File: config.mk
export PLATFORM = sky130hd
export DESIGN_NAME = stopwatch_ctrl_flat
export DESIGN_NICKNAME = d
export VERILOG_FILES = /design/src/rtl/stopwatch_ctrl_pkg.sv /design/src/rtl/stopwatch_ctrl_if.sv /design/src/rtl/stopwatch_ctrl_btn_debounce.sv /design/src/rtl/stopwatch_ctrl.sv /design/src/flat_wrapper.sv
export SDC_FILE = /design/constraint.sdc
export NUM_CORES = 1
export LEC_CHECK = 0
export BUFFER_PORTS_ARGS = -buffer_cell sky130_fd_sc_hd__buf_2
export CORE_UTILIZATION = 40
export DETAILED_ROUTE_END_ITERATION = 10
export PLACE_DENSITY = 0.6
export SETUP_SLACK_MARGIN = 0.4
export SYNTH_ARGS = -nofsm -noshare
export SYNTH_HDL_FRONTEND = slang
export SYNTH_HIERARCHICAL = 1
export SYNTH_SLANG_ARGS = --single-unit
File: constraint.sdc
create_clock -name clk_in -period 3.8 [get_ports clk_in]
set_clock_uncertainty 0.1 [all_clocks]
set_input_delay 0.38 -clock clk_in [delete_from_list [all_inputs] [get_ports clk_in]]
set_output_delay 0.38 -clock clk_in [all_outputs]
set_load 0.05 [all_outputs]
File: src/rtl/stopwatch_ctrl_pkg.sv
// Shared definitions for the stopwatch controller and the minute timer it drives:
// timer key codes, the timer wrap value and the controller state encoding.
package stopwatch_ctrl_pkg;

  localparam int unsigned MAX_TIME = 5999;

  localparam logic [1:0] KEY_UP   = 2'b00;
  localparam logic [1:0] KEY_CLR  = 2'b01;
  localparam logic [1:0] KEY_HOLD = 2'b10;
  localparam logic [1:0] KEY_DOWN = 2'b11;

  typedef enum logic [2:0] {
    StClear   = 3'd0,
    StIdle    = 3'd1,
    StRunUp   = 3'd2,
    StRunDown = 3'd3,
    StPause   = 3'd4,
    StAlarm   = 3'd5
  } state_e;

  function automatic logic [1:0] state_key(state_e st);
    logic [1:0] k;
    k = KEY_HOLD;
    unique case (st)
      StClear:   k = KEY_CLR;
      StRunUp:   k = KEY_UP;
      StRunDown: k = KEY_DOWN;
      default:   k = KEY_HOLD;
    endcase
    return k;
  endfunction

endpackage

File: src/rtl/stopwatch_ctrl_if.sv
// Button, timer-feedback and mode-key bundle between the board/timer side (master)
// and the stopwatch controller (slave).
interface stopwatch_ctrl_if #(
  parameter int unsigned CNT_W = 14
);
  logic             btn_start;
  logic             btn_clear;
  logic             btn_dir;
  logic [CNT_W-1:0] timer_count;
  logic [1:0]       key;
  logic             running;
  logic             dir_down;
  logic             alarm;

  modport master (
    output btn_start, btn_clear, btn_dir, timer_count,
    input  key, running, dir_down, alarm
  );

  modport slave (
    input  btn_start, btn_clear, btn_dir, timer_count,
    output key, running, dir_down, alarm
  );
endinterface

File: src/rtl/stopwatch_ctrl_btn_debounce.sv
// Raw push-button conditioner: 2-flop synchronizer, stability filter and a one-cycle
// pulse on each accepted press.
module btn_debounce #(
  parameter int unsigned DB_CYCLES = 3
) (
  input  logic clk_in,
  input  logic rst,
  input  logic btn_i,
  output logic pulse_o
);

  localparam int unsigned CntW = (DB_CYCLES > 1) ? $clog2(DB_CYCLES) : 1;
  localparam logic [CntW-1:0] CntLast = CntW'(DB_CYCLES - 1);

  logic            sync1_q, sync2_q;
  logic            stable_q, stable_d;
  logic            pulse_q, pulse_d;
  logic [CntW-1:0] cnt_q, cnt_d;

  // The counter tracks how long the synchronized level has disagreed with the
  // accepted level; any agreement restarts the run.
  always_comb begin
    stable_d = stable_q;
    pulse_d  = 1'b0;
    cnt_d    = '0;
    if (sync2_q != stable_q) begin
      if (cnt_q == CntLast) begin
        stable_d = sync2_q;
        pulse_d  = sync2_q;
      end else begin
        cnt_d = cnt_q + CntW'(1);
      end
    end
  end

  always_ff @(posedge clk_in or posedge rst) begin
    if (rst) begin
      sync1_q  <= 1'b0;
      sync2_q  <= 1'b0;
      stable_q <= 1'b0;
      pulse_q  <= 1'b0;
      cnt_q    <= '0;
    end else begin
      sync1_q  <= btn_i;
      sync2_q  <= sync1_q;
      stable_q <= stable_d;
      pulse_q  <= pulse_d;
      cnt_q    <= cnt_d;
    end
  end

  assign pulse_o = pulse_q;

endmodule

File: src/rtl/stopwatch_ctrl.sv
// Stopwatch sequencing controller: turns debounced buttons into the timer mode key,
// stops a down-count at zero and raises a timed alarm there.
module stopwatch_ctrl
  import stopwatch_ctrl_pkg::*;
#(
  parameter int unsigned CNT_W        = 14,
  parameter int unsigned DB_CYCLES    = 3,
  parameter int unsigned ALARM_CYCLES = 50
) (
  input  logic           clk_in,
  input  logic           rst,
  stopwatch_ctrl_if.slave bus
);

  localparam int unsigned AlmW = (ALARM_CYCLES > 1) ? $clog2(ALARM_CYCLES) : 1;
  localparam logic [AlmW-1:0] AlmLast = AlmW'(ALARM_CYCLES - 1);

  state_e           state_q, state_d;
  logic             dir_q, dir_d;
  logic [AlmW-1:0]  alm_q, alm_d;
  logic             start_p, clr_p, dir_p;
  logic [CNT_W-1:0] count;
  logic             cnt_zero, cnt_one;

  btn_debounce #(.DB_CYCLES(DB_CYCLES)) u_db_start (
    .clk_in (clk_in),
    .rst    (rst),
    .btn_i  (bus.btn_start),
    .pulse_o(start_p)
  );

  btn_debounce #(.DB_CYCLES(DB_CYCLES)) u_db_clear (
    .clk_in (clk_in),
    .rst    (rst),
    .btn_i  (bus.btn_clear),
    .pulse_o(clr_p)
  );

  btn_debounce #(.DB_CYCLES(DB_CYCLES)) u_db_dir (
    .clk_in (clk_in),
    .rst    (rst),
    .btn_i  (bus.btn_dir),
    .pulse_o(dir_p)
  );

  assign count    = bus.timer_count;
  assign cnt_zero = (count == '0);
  assign cnt_one  = (count == CNT_W'(1));

  always_comb begin
    state_d = state_q;
    dir_d   = dir_q;
    alm_d   = alm_q;
    if (clr_p) begin
      state_d = StClear;
      alm_d   = '0;
    end else begin
      unique case (state_q)
        StClear: state_d = StIdle;
        StIdle, StPause: begin
          // A start pulse masks a same-cycle dir pulse even when the start is rejected.
          if (start_p) begin
            if (!dir_q)         state_d = StRunUp;
            else if (!cnt_zero) state_d = StRunDown;
          end else if (dir_p) begin
            dir_d = ~dir_q;
          end
        end
        StRunUp: if (start_p) state_d = StPause;
        StRunDown: begin
          // The timer steps 1 -> 0 on this edge; holding from the next cycle stops the wrap.
          if (cnt_one || cnt_zero) begin
            state_d = StAlarm;
            alm_d   = AlmLast;
          end else if (start_p) begin
            state_d = StPause;
          end
        end
        StAlarm: begin
          if (start_p || alm_q == '0) state_d = StIdle;
          else                        alm_d   = alm_q - AlmW'(1);
        end
        default: state_d = StClear;
      endcase
    end
  end

  always_ff @(posedge clk_in or posedge rst) begin
    if (rst) begin
      state_q <= StClear;
      dir_q   <= 1'b0;
      alm_q   <= '0;
    end else begin
      state_q <= state_d;
      dir_q   <= dir_d;
      alm_q   <= alm_d;
    end
  end

  assign bus.key      = state_key(state_q);
  assign bus.running  = (state_q == StRunUp) || (state_q == StRunDown);
  assign bus.dir_down = dir_q;
  assign bus.alarm    = (state_q == StAlarm);

endmodule

File: src/flat_wrapper.sv
// flat-port wrapper written by rule: the top's interface ports become plain ports
module stopwatch_ctrl_flat import stopwatch_ctrl_pkg::*;
#(
  parameter int unsigned CNT_W        = 14,
  parameter int unsigned DB_CYCLES    = 3,
  parameter int unsigned ALARM_CYCLES = 50
)
  (clk_in, rst, bus_btn_start, bus_btn_clear, bus_btn_dir, bus_timer_count, bus_key, bus_running, bus_dir_down, bus_alarm);
  stopwatch_ctrl_if #(.CNT_W(CNT_W)) bus_i ();
  input  logic clk_in;
  input  logic rst;
  input wire logic [$bits(bus_i.btn_start)-1:0] bus_btn_start;
  input wire logic [$bits(bus_i.btn_clear)-1:0] bus_btn_clear;
  input wire logic [$bits(bus_i.btn_dir)-1:0] bus_btn_dir;
  input wire logic [$bits(bus_i.timer_count)-1:0] bus_timer_count;
  output wire logic [$bits(bus_i.key)-1:0] bus_key;
  output wire logic [$bits(bus_i.running)-1:0] bus_running;
  output wire logic [$bits(bus_i.dir_down)-1:0] bus_dir_down;
  output wire logic [$bits(bus_i.alarm)-1:0] bus_alarm;
  assign bus_i.btn_start = bus_btn_start;
  assign bus_i.btn_clear = bus_btn_clear;
  assign bus_i.btn_dir = bus_btn_dir;
  assign bus_i.timer_count = bus_timer_count;
  assign bus_key = bus_i.key;
  assign bus_running = bus_i.running;
  assign bus_dir_down = bus_i.dir_down;
  assign bus_alarm = bus_i.alarm;
  stopwatch_ctrl #(.CNT_W(CNT_W), .DB_CYCLES(DB_CYCLES), .ALARM_CYCLES(ALARM_CYCLES)) u_core (.clk_in(clk_in), .rst(rst), .bus(bus_i));
endmodule
==> metrics.yaml <==
run_status: "finished, final reports clean"
cts_buffer_depth: 2
cts_sinks: 28
root_buffer: "clkbuf_4"
synth.distinct_cells: 38
timing.slew.headroom_pct: 73.1
hp-class: "in -> reg"
antennaDiodeCount: 0
wl_per_cell_microns: 11.9
synth_area_per_cell_sq_um: 11.4
async_flop_share_pct: 100
start_kind: "flop"
drv_slew: 0
grt_pass1_wl_microns: 4020
synth_area_sq_mm: 0.00142
synthTopCellsByArea: "dfrtp_1 (49%), nor3b_1 (3.7%), mux2_4 (3.2%), xnor2_1 (3.1%), nor4_4 (3.0%)"
crit_chain: "nor2b_1, and2_1, buf_2"
insertion_delay_ns: 0.31
yosysTopAreaCell: "dfrtp_1"
holdBufCountCts: 1
worst_pin_slew_ns: 0.400
cts.htree.levels: 1
irDropWorstVdd_mv: 0.326
routed_via_density: 5.10
synth.most_common_cell: "dfrtp_1"
route.detailed.drc: 0
rsz0062_at_grt: "false"
num_rows: 21
synth_commonest_cells: "dfrtp_1 (28), inv_1 (9), nor2_1 (8)"
antenna_found_initial: 0
vias: 990
ys_seq_elements: 28
fin_nets: 170
tns_ns: 0
drive_gt1_share_pct: 28.4
die_area_sq_mm: 0.00378
ant_nets: 0
synth-edff-count: 0
cp.arrival_ns: 1.46
grt_overflow: 0
ys_warn_count: 6
die_w_microns: 61.5
die_y_microns: 61.5
syn_inst: 124
maxCapViolations: 0
grt_pass1_vias: 962
pwr_density_cell_mw_per_mm2: 672
synth_ff_type: "dfrtp_1"
boundaryPins: 24
grt_max_degree: 16
worst_path_max_delay_cell: "dfrtp_1"
pre_cts_slack_ns: 2.01
worst_path_largest_cell_delay_ns: 0.54
postCtsSetupRepairBufs: 0
end_kind: "output port"
drtIter0Drc: 25
hold_viol: 0
start_util_pct: 42.1
path_class: "reg -> out"
clock.fmax_ghz: 0.515
yosysSeqAreaShare_pct: 49.5
required_ns: 3.32
syn-num-nets: 145
timing.final.crit_share_pct: 51.1
numCtsBuffers: 3
first_pass_iters: 4
core_sq_mm: 0.00336
syn_to_final_growth_pct: 13.7
worstPathMaxFanout: 9
routed_wl_microns: 2320
port_buffers: 23
finalCriticalPeriod_ns: 1.94
setup_violations: 0
fin_ws_ns: 1.86
hold_slack_ns: 0.0613
cts_tree: "built"
place.gp.congestion: 0.761
cts.clk_slew.worst_paths_ns: 0.14
p_leak_uw: 0.000729
grt_usage_pct: 14.4
yosysTopAreaCellShare_pct: 49.5
hpwlAfterDp_microns: 1810
cts.repair.resized: 0
-- state kept, by name, indices dropped and copies added, names as in the netlist --
signal / count
u_core/state_q: 3
u_core/alm_q: 6
u_core/u_db_dir/pulse_o: 1
u_core/u_db_clear/sync1_q: 1
u_core/bus.dir_down: 1
u_core/u_db_start/sync1_q: 1
u_core/u_db_dir/stable_q: 1
u_core/u_db_dir/cnt_q: 2
u_core/u_db_clear/sync2_q: 1
u_core/u_db_start/stable_q: 1
u_core/u_db_dir/sync1_q: 1
u_core/u_db_clear/pulse_o: 1
u_core/u_db_start/pulse_o: 1
u_core/u_db_start/cnt_q: 2
u_core/u_db_clear/cnt_q: 2
u_core/u_db_start/sync2_q: 1
u_core/u_db_clear/stable_q: 1
u_core/u_db_dir/sync2_q: 1
-- critical path, delay by kind of cell (launching register included) --
family,cells,cell delay (ns)
buf+inv,1,0.25
flops,1,0.54
simple gates,2,0.36
-- placed cells by master, fill, tap and decap left out, types with 3 or more instances in the layout --
cell / Yosys / final
a21oi_1: 4 / 4
buf_2: 2 / 23
clkbuf_4: 0 / 3
dfrtp_1: 28 / 28
inv_1: 9 / 9
mux2_4: 3 / 3
nand2b_1: 3 / 3
nand2b_4: 3 / 3
nand3_1: 4 / 4
nor2_1: 8 / 8
nor2b_1: 3 / 3
nor3_1: 7 / 7
nor3b_1: 7 / 7
o211ai_1: 3 / 3
xnor2_1: 5 / 5
xor2_1: 3 / 3
-- logic make-up (layout without fill, tap and decap cells) --
group / after synthesis / in the layout / synth area share (%)
xor gates and xnor gates: 8 / 8 / 4.95
adders and majority gates: 2 / 2 / 1.77
DFF: 28 / 28 / 49.5
buffers and inverters: 14 / 38 / 4.42
AOI/OAI and AO/OA: 17 / 17 / 8.48
muxes: 5 / 5 / 4.59
and+or+nand+nor: 50 / 50 / 26.3
-- power by group --
part / internal, uW / switching, uW
logic: 209 / 241
clock network: 58.4 / 77.6
registers: 389 / 106
-- stage by stage --
stage | power, uW | std cells | cell area, sq um | util [%]
5_1_grt | 1160 | 194 | 1610 | 47.9
2_1_floorplan | 863 | 124 | 1420 | -
3_5_place_dp | 954 | 189 | 1560 | 46.5
6_report | 1080 | 194 | 1610 | 47.9
4_1_cts | 1100 | 194 | 1610 | 47.9
3_3_place_gp | 942 | 189 | 1560 | 46.5
-- worst paths after layout --
kind,startpoint,end,slack (ns),cells after the start
worst max register to register,u_core/bus.dir_down,u_core/state_q[2],2.13,4
max in group asynchronous,rst,u_core/alm_q[2],2.80,3
min in group asynchronous,rst,u_core/u_db_dir/cnt_q[1],0.44,3
worst max-delay path,u_core/state_q[2],bus_alarm,1.86,3
worst min-delay path,bus_btn_start,u_core/u_db_start/sync1_q,0.06,1
worst min register to register,u_core/u_db_dir/sync1_q,u_core/u_db_dir/sync2_q,0.27,0
-- metal layers --
layer / up-vias / GRT usage (%) / routed length [microns]
met5: - / 0 / 0
met1: 488 / 17.5 / 1020
met4: 0 / 4.76 / 36
met2: 13 / 25.3 / 1200
met3: 4 / 2.94 / 55
li1: 485 / - / -
-- cell type report --
type | count | area (sq um)
fillers | 344 | 1750
flip-flops and latches | 28 | 701
multi-input cells | 82 | 653
repair buffers | 24 | 125
well taps | 46 | 57.6
inverters | 10 | 37.5
clock buffers | 4 | 36.3
Power figures use the tool's default switching activity.
